<file path="config.mk">
export PLATFORM = sky130hd
export DESIGN_NAME = dac_write_ctrl
export DESIGN_NICKNAME = d
export VERILOG_FILES = /design/src/rtl/dac_pkg.sv /design/src/rtl/dac_shift_out.sv /design/src/rtl/dac_write_ctrl.sv
export SDC_FILE = /design/constraint.sdc
export NUM_CORES = 1
export LEC_CHECK = 0
export ABC_AREA = 1
export ABC_CLOCK_PERIOD_IN_PS = 2850
export CAP_MARGIN = 20
export CELL_PAD_IN_SITES_DETAIL_PLACEMENT = 0
export CELL_PAD_IN_SITES_GLOBAL_PLACEMENT = 2
export CORE_MARGIN = 10
export CORE_UTILIZATION = 29
export CTS_CLUSTER_SIZE = 12
export DETAILED_ROUTE_END_ITERATION = 10
export GPL_TIMING_DRIVEN = 0
export PLACE_DENSITY = 0.91
export SYNTH_ARGS = -nofsm -noshare
export SYNTH_HDL_FRONTEND = slang
export SYNTH_SLANG_ARGS = --single-unit
</file>
<file path="constraint.sdc">
create_clock -name clk12Mhz -period 2.85 [get_ports clk12Mhz]
set_clock_uncertainty 0.05 [all_clocks]
set_input_delay 0.57 -clock clk12Mhz [delete_from_list [all_inputs] [get_ports clk12Mhz]]
set_output_delay 0.57 -clock clk12Mhz [all_outputs]
set_load 0.05 [all_outputs]
</file>
<file path="src/rtl/dac_pkg.sv">
// Shared constants and FSM encoding for the audio DAC serial write path.
package dac_pkg;
  localparam int         FRAME_BITS = 16;
  localparam int         DATA_BITS  = 12;
  localparam logic [3:0] CMD_WRITE  = 4'h3;
  localparam int         GAP_CYCLES = 2;

  typedef enum logic [1:0] {
    ST_IDLE  = 2'd0,
    ST_SHIFT = 2'd1,
    ST_GAP   = 2'd2
  } state_t;
endpackage

</file>
<file path="src/rtl/dac_shift_out.sv">
// MSB-first frame serializer: SCLK runs at clk/2, SDI changes only on the low phase.
module dac_shift_out #(
  parameter int W = 16
) (
  input  logic         clk,
  input  logic         rst,
  input  logic         load,
  input  logic [W-1:0] word,
  input  logic         abort,
  output logic         done,
  output logic         sclk,
  output logic         sdi,
  output logic         cs_n
);
  localparam int CW = $clog2(W);

  // MSB goes straight to the SDI register on load, so only the tail is kept.
  logic [W-2:0]  sr;
  logic [CW-1:0] cnt;
  logic          phase;
  logic          active;

  assign done = active && phase && (cnt == '0);

  always_ff @(posedge clk) begin
    if (rst || abort) begin
      active <= 1'b0;
      phase  <= 1'b0;
      cnt    <= '0;
      sr     <= '0;
      sclk   <= 1'b0;
      sdi    <= 1'b0;
      cs_n   <= 1'b1;
    end else if (load) begin
      active <= 1'b1;
      phase  <= 1'b0;
      cnt    <= CW'(W-1);
      sr     <= word[W-2:0];
      sclk   <= 1'b0;
      sdi    <= word[W-1];
      cs_n   <= 1'b0;
    end else if (active) begin
      if (!phase) begin
        phase <= 1'b1;
        sclk  <= 1'b1;
      end else if (cnt == '0) begin
        active <= 1'b0;
        phase  <= 1'b0;
        sclk   <= 1'b0;
        sdi    <= 1'b0;
        cs_n   <= 1'b1;
      end else begin
        phase <= 1'b0;
        cnt   <= cnt - CW'(1);
        sr    <= {sr[W-3:0], 1'b0};
        sdi   <= sr[W-2];
        sclk  <= 1'b0;
      end
    end
  end
endmodule

</file>
<file path="src/rtl/dac_write_ctrl.sv">
// DAC write sequencer: config/sample arbiter, frame FSM with abort on readiness loss, GAP timer.
module dac_write_ctrl #(
  parameter int FRAME_BITS = dac_pkg::FRAME_BITS,
  parameter int DATA_BITS  = dac_pkg::DATA_BITS,
  parameter logic [FRAME_BITS-DATA_BITS-1:0] CMD_WRITE = dac_pkg::CMD_WRITE,
  parameter int GAP_CYCLES = dac_pkg::GAP_CYCLES
) (
  input  logic                  clk12Mhz,
  input  logic                  RESET,
  input  logic                  dac_ready,
  input  logic                  cfg_req,
  input  logic [FRAME_BITS-1:0] cfg_word,
  output logic                  cfg_ack,
  input  logic                  smp_valid,
  input  logic [DATA_BITS-1:0]  smp_data,
  output logic                  smp_ready,
  output logic                  dac_sclk,
  output logic                  dac_sdi,
  output logic                  dac_cs_n,
  output logic                  busy,
  output logic                  frame_abort
);
  import dac_pkg::*;

  localparam int GW = (GAP_CYCLES > 1) ? $clog2(GAP_CYCLES) : 1;

  state_t                state;
  logic [GW-1:0]         gap_cnt;
  logic                  load;
  logic                  abort;
  logic                  done;
  logic [FRAME_BITS-1:0] word;

  // Handshakes are masked during reset so nothing is acknowledged and then dropped.
  assign cfg_ack   = !RESET && (state == ST_IDLE) && dac_ready && cfg_req;
  assign smp_ready = !RESET && (state == ST_IDLE) && dac_ready && !cfg_req;
  assign load      = cfg_ack || (smp_ready && smp_valid);
  assign abort     = (state == ST_SHIFT) && !dac_ready;
  assign word      = cfg_ack ? cfg_word : {CMD_WRITE, smp_data};

  dac_shift_out #(.W(FRAME_BITS)) u_shift (
    .clk   (clk12Mhz),
    .rst   (RESET),
    .load  (load),
    .word  (word),
    .abort (abort),
    .done  (done),
    .sclk  (dac_sclk),
    .sdi   (dac_sdi),
    .cs_n  (dac_cs_n)
  );

  always_ff @(posedge clk12Mhz) begin
    if (RESET) begin
      state       <= ST_IDLE;
      gap_cnt     <= '0;
      busy        <= 1'b0;
      frame_abort <= 1'b0;
    end else begin
      frame_abort <= 1'b0;
      case (state)
        ST_IDLE: if (load) begin
          state <= ST_SHIFT;
          busy  <= 1'b1;
        end
        // Abort wins over a coincident done; the word is dropped either way.
        ST_SHIFT: if (abort || done) begin
          state       <= ST_GAP;
          gap_cnt     <= GW'(GAP_CYCLES - 1);
          frame_abort <= abort;
        end
        ST_GAP: if (gap_cnt == '0) begin
          state <= ST_IDLE;
          busy  <= 1'b0;
        end else begin
          gap_cnt <= gap_cnt - GW'(1);
        end
        default: begin
          state <= ST_IDLE;
          busy  <= 1'b0;
        end
      endcase
    end
  end
endmodule

</file>
## Word level (Yosys, flattened, before mapping)

Cells that the tools add are included.
W data, S select, Z words.

- RAM bits: 0
- Register bits: 28
- Memory bits (read-only): 0
- Logic and storage cells: 80
- Memories: 0
- Bits in latches: 0
- Input bits: 33
- Output and inout port bits: 7

- Reductions and logical operators: 28
- Order comparisons: 0
- Shift operators: 0
- Muxes and demuxes: 32
- Div/mod/pow operators: 0
- Bitwise logic cells: 2
- Add/subtract/negate cells: 2
- Equality and inequality tests: 6
- Multipliers: 0

Operators with widths:

| operator | count |
|---|---|
| $mux W15 | 4 |
| $mux W1 | 17 |
| $mux W16 | 1 |
| $mux W4 | 4 |
| $reduce_and A3 Y1 | 4 |
| $logic_and A1 B1 Y1 | 8 |
| $reduce_bool A2 Y1 | 4 |
| $mux W2 | 3 |
| $ne A2 B2 Y1 const B | 3 |
| $pmux W2 S3 | 1 |
| $logic_not A4 Y1 | 1 |
| $reduce_and A2 Y1 | 2 |
| $sub A4 B1 Y4 const B | 1 |
| $logic_not A1 Y1 | 3 |
| $logic_or A1 B1 Y1 | 3 |
| $pmux W1 S3 | 1 |
| $reduce_or A3 Y1 | 1 |
| $eq A2 B1 Y1 const B | 1 |
| $eq A2 B2 Y1 const B | 1 |
| $logic_not A2 Y1 | 1 |
| $ne A2 B1 Y1 const B | 1 |
| $not A1 Y1 | 2 |
| $pmux W1 S2 | 1 |
| $reduce_or A2 Y1 | 1 |
| $sub A1 B1 Y1 const B | 1 |

## Depth between registers and ports, before layout

- Depth after elaboration: 8
- Mapped depth: 8
- Depth with buffers taken out: 8

## Modules after synthesis

A second synthesis with hierarchy kept.

- Cell total of the unflattened synthesis: 246
- Area total of the unflattened synthesis: 1661.6 µm²

Modules (own cells, without submodules):

| module | sequential area each (µm²) | cells an instance | area each (µm²) | times used |
|---|---|---|---|---|
| dac_shift_out | 460.4 | 168 | 1237.4 | 1 |
| dac_write_ctrl | 100.1 | 78 | 424.2 | 1 |

## Worst setup path before layout

No wires, ideal clock.

- Kind: input to output
- Start point: in dac_ready
- End point: out smp_ready
- Arrival: 1.433 ns
- Data required time: 2.230 ns
- Slack: 0.797 ns
- Cell stages on the path: 4
- Path buffers: 0
- Cell sequence: inv_2 -> nor2_4 -> nand2_1 -> nor2_1

- Word-level cells in the longest chain between the ends: 2

RTL lines:

| item | RTL line | RTL |
|---|---|---|
| from (decl) | dac_write_ctrl.sv:10 | `input logic dac_ready,` |
| $logic_and A1 B1 Y1 (2 in series) | dac_write_ctrl.sv:36 | `assign smp_ready = !RESET && (state == ST_IDLE) && dac_ready && !cfg_req;` |
| to (decl) | dac_write_ctrl.sv:16 | `output logic smp_ready,` |

No other way between the ends.

## Worst setup path after layout

- Start point: in RESET
- End point: out cfg_ack

- Word-level cells in the longest chain between the ends: 4

RTL lines:

| item | RTL line | RTL |
|---|---|---|
| from (decl) | dac_write_ctrl.sv:9 | `input logic RESET,` |
| $logic_not A1 Y1 | dac_write_ctrl.sv:35 | `assign cfg_ack = !RESET && (state == ST_IDLE) && dac_ready && cfg_req;` |
| $logic_and A1 B1 Y1 (3 in series) | dac_write_ctrl.sv:35 |  |
| to (decl) | dac_write_ctrl.sv:13 | `output logic cfg_ack,` |

No other way between the ends.

==> summary.txt <==
STA
  • Final hold vios: 0
  • Minimum clock period: 2710 ps
  • Fmax: around 370 MHz
  • Setup ws final: 137 ps
  • RSZ-0062 raised after global routing: no
  • Slew headroom: about two thirds
  • Slew @ Worst Pin: slightly above 500 ps
  • Finish-stage setup viols: 0
  • Fin crit share: a little over nine tenths
  • Final max-slew violation count: 0
  • Final setup TNS: 0 ps

Setup path
  • Critical-path cell list: clkdlybuf4s50_1 > nor2_4 > nand3_2 > inv_1 > clkdlybuf4s15_1
  • Startpoint Class: primary input
  • CP top delay family: buffers and inverters
  • Slowest CP cell: clkdlybuf4s50_1
  • Worst EP arrival: about 2100 ps
  • Worst path max stage delay: between 500 and 600 ps
  • Worst Setup Path Type: in2out
  • Max FO, Critical Path: 6
  • Worst Path Required: approximately 2200 ps
  • CP Buf/Inv Count: 3
  • Crit. End Element: primary output

Synthesis
  • Ys flop type: dfxtp_1
  • Synth Instances: approximately 250
  • Largest cells by area after synthesis: dfxtp_1 (32%), nand3_1 (11%), nand2_1 (8.4%)
  • Simple-Gate Fraction of Synth Area: between 40% and 50%
  • Yosys warnings: 0
  • Largest family of logic cells by synthesized area: simple AND/OR/NAND/NOR gates
  • Net count after synthesis: between 200 and 300
  • Compound-Gate Fraction of Synth Area: approximately a tenth
  • Seq/Total Area, Yosys: 32.3%
  • Area leader, netlist: dfxtp_1
  • Netlist Area Pre-Place: about 0.0017 mm²
  • Library cells used by synthesis: 31
  • Number of flops mapped to enable cells by yosys: 0
  • Top-area cell type share of the netlist area: about 32%
  • Multiplexer area fraction after synthesis: 0%
  • Post-Synth XOR/XNOR Area: less than 1%
  • Adder-cell share of the synthesized area: less than 1%
  • Syn avg cell area: slightly above 7 µm²
  • Synthesized flop and latch total: 28
  • FFs w/ async S/R, synth: 0%

Global route
  • Vias in the first global route: 1592
  • Remaining Overflow, GRT: 0
  • First-pass GRT wire length: about 7300 µm
  • Largest net degree at the start of global routing: 16
  • Total GRT Usage: 8.87%
  • Antenna violations before repair: 0

Die
  • Number of core rows: 28
  • Die area: 0.00947 mm²
  • Number of top-level pins: 40
  • Initial Utilization: 29.6%
  • Core Box Area: between 0.005 and 0.006 mm²
  • Die width: a little under 100 µm
  • Die height: 97.3 µm

Layout
  • P&R area growth vs syn: 31.0%
  • Antenna cells: 0
  • Final nets: between 300 and 400
  • Post-Route Utilization: about two fifths
  • Layout cells sized above 1: between 15 and 20%

Clocking
  • Post-CTS Setup Bufs: 0
  • Skew-Pair Late Insertion Delay: 270 ps
  • CTS Buffer Depth: 2
  • Clock Sinks: 28
  • Clock transition at the registers of the reported paths: around 90 ps
  • CTS root buf: clkbuf_8
  • CTS tree: yes
  • H-Tree Depth: 1
  • Num CTS Buffers: 3

Placement
  • Pre-CTS WS: -203 ps
  • Post-DP HPWL: roughly 3400 µm
  • Port Buffers: 39
  • Final Wtd Congestion: just under 0.8

Drt
  • Vias: about 1600
  • Residual DRC: 0
  • DRT Pass-1 Iters: 4
  • Average vias per placed instance: 4.36
  • Number of routed nets with antenna violations: 0
  • WL/cell: approximately 12 µm
  • Initial DRC Count: between 60 and 70
  • Routed Wire Length: about 4300 µm

Flow run
  • Max Cap Viol: 0

Power
  • Worst IR drop on VDD: 0.000175 V
  • PwrDens: 403 mW/mm²
  • LEAKAGE: 1.03 nW

Status
  • Outcome: finished, final reports clean

Hold path
  • Hold Crit Class: reg2reg
## worst reg2reg max path, delay by kind of cell, from the launching register on
kind | cells | cell delay (ps)
and+or+nand+nor | 3 | 210
adders and majority gates | 1 | 290
DFF | 1 | 340
AOI/OAI and AO/OA | 1 | 290
buffers and inverters | 2 | 300
## report_power, final
group          total [mW]  switching [mW]  internal (mW)
combinational       0.242           0.131          0.110
sequential          0.431          0.0136          0.418
clock               0.243           0.119          0.123
## Yosys cell counts, drive strengths merged (2+ instances only)
cell type  number
nand2          47
nand3          46
dfxtp          28
inv            40
nor2           29
or2            12
a21oi          20
o21ai           7
buf            10
nand3b          2
## cell type report
class / count / area, µm²
multi-input cells: 167 / 925
fillers: 643 / 3580
clock buffers: 4 / 55.1
inverters: 40 / 155
repair buffers: 39 / 389
well taps: 75 / 93.8
plain buffers: 10 / 93.8
flip-flops and latches: 28 / 561
## repair_timing
item                                   in CTS  in global routing
setup endpoints to repair                   2                  1
gates resized for setup                     2                  1
endpoints found under the hold margin       0                  0
hold buffers                                0                  0
## sequential cells by signal (all words and copies together) (netlist names)
register / flops
u_shift.sr: 15
u_shift.sclk: 1
u_shift.active: 1
u_shift.sdi: 1
state: 2
u_shift.cnt: 4
u_shift.cs_n: 1
gap_cnt: 1
busy: 1
frame_abort: 1
## metrics by stage
| step | area [µm²] | total power [mW] | hold WS, ps | std cells |
|---|---|---|---|---|
| after floorplan | 1730 | 0.598 | 388 | 245 |
| after global placement | 2220 | 0.683 | 403 | 359 |
| after detailed placement | 2220 | 0.686 | 416 | 359 |
| after CTS | 2270 | 0.929 | 428 | 363 |
| after global routing | 2270 | 0.974 | 435 | 363 |
| final | 2270 | 0.916 | 422 | 363 |
## logic make-up (layout without fill, tap and decap cells)
group                      count (synthesis)  in the layout
and+or+nand+nor                          137            137
buffers and inverters                     50             93
AOI/OAI and AO/OA                         28             28
DFF                                       28             28
adders and majority gates                  1              1
xor gates and xnor gates                   1              1
## metal layers
metal	part of all wire (%)	GRT usage (%)	vias up
li1	-	-	855
met1	50	11.1	706
met2	45	14.9	21
met3	3.5	1.85	2
met4	0.94	2.35	0
met5	0	0	-
## worst paths after layout
| path | startpoint | to | slack (ps) | depth (start not counted) |
|---|---|---|---|---|
| max | RESET | cfg_ack | 140 | 5 |
| min | busy | busy | 420 | 2 |
| max reg2reg | u_shift.cnt[0] | u_shift.sr[3] | 1270 | 7 |
| min reg2reg | busy | busy | 420 | 2 |
## placed cells by master, fill, tap and decap left out, drive strengths merged, types with 2 or more instances in the layout
cell type	n
nand2	47
nand3	46
inv	40
clkdlybuf4s50	37
nor2	29
dfxtp	28
a21oi	20
or2	12
buf	10
o21ai	7
clkbuf	4
nand3b	2
Power figures use the tool's default switching activity.
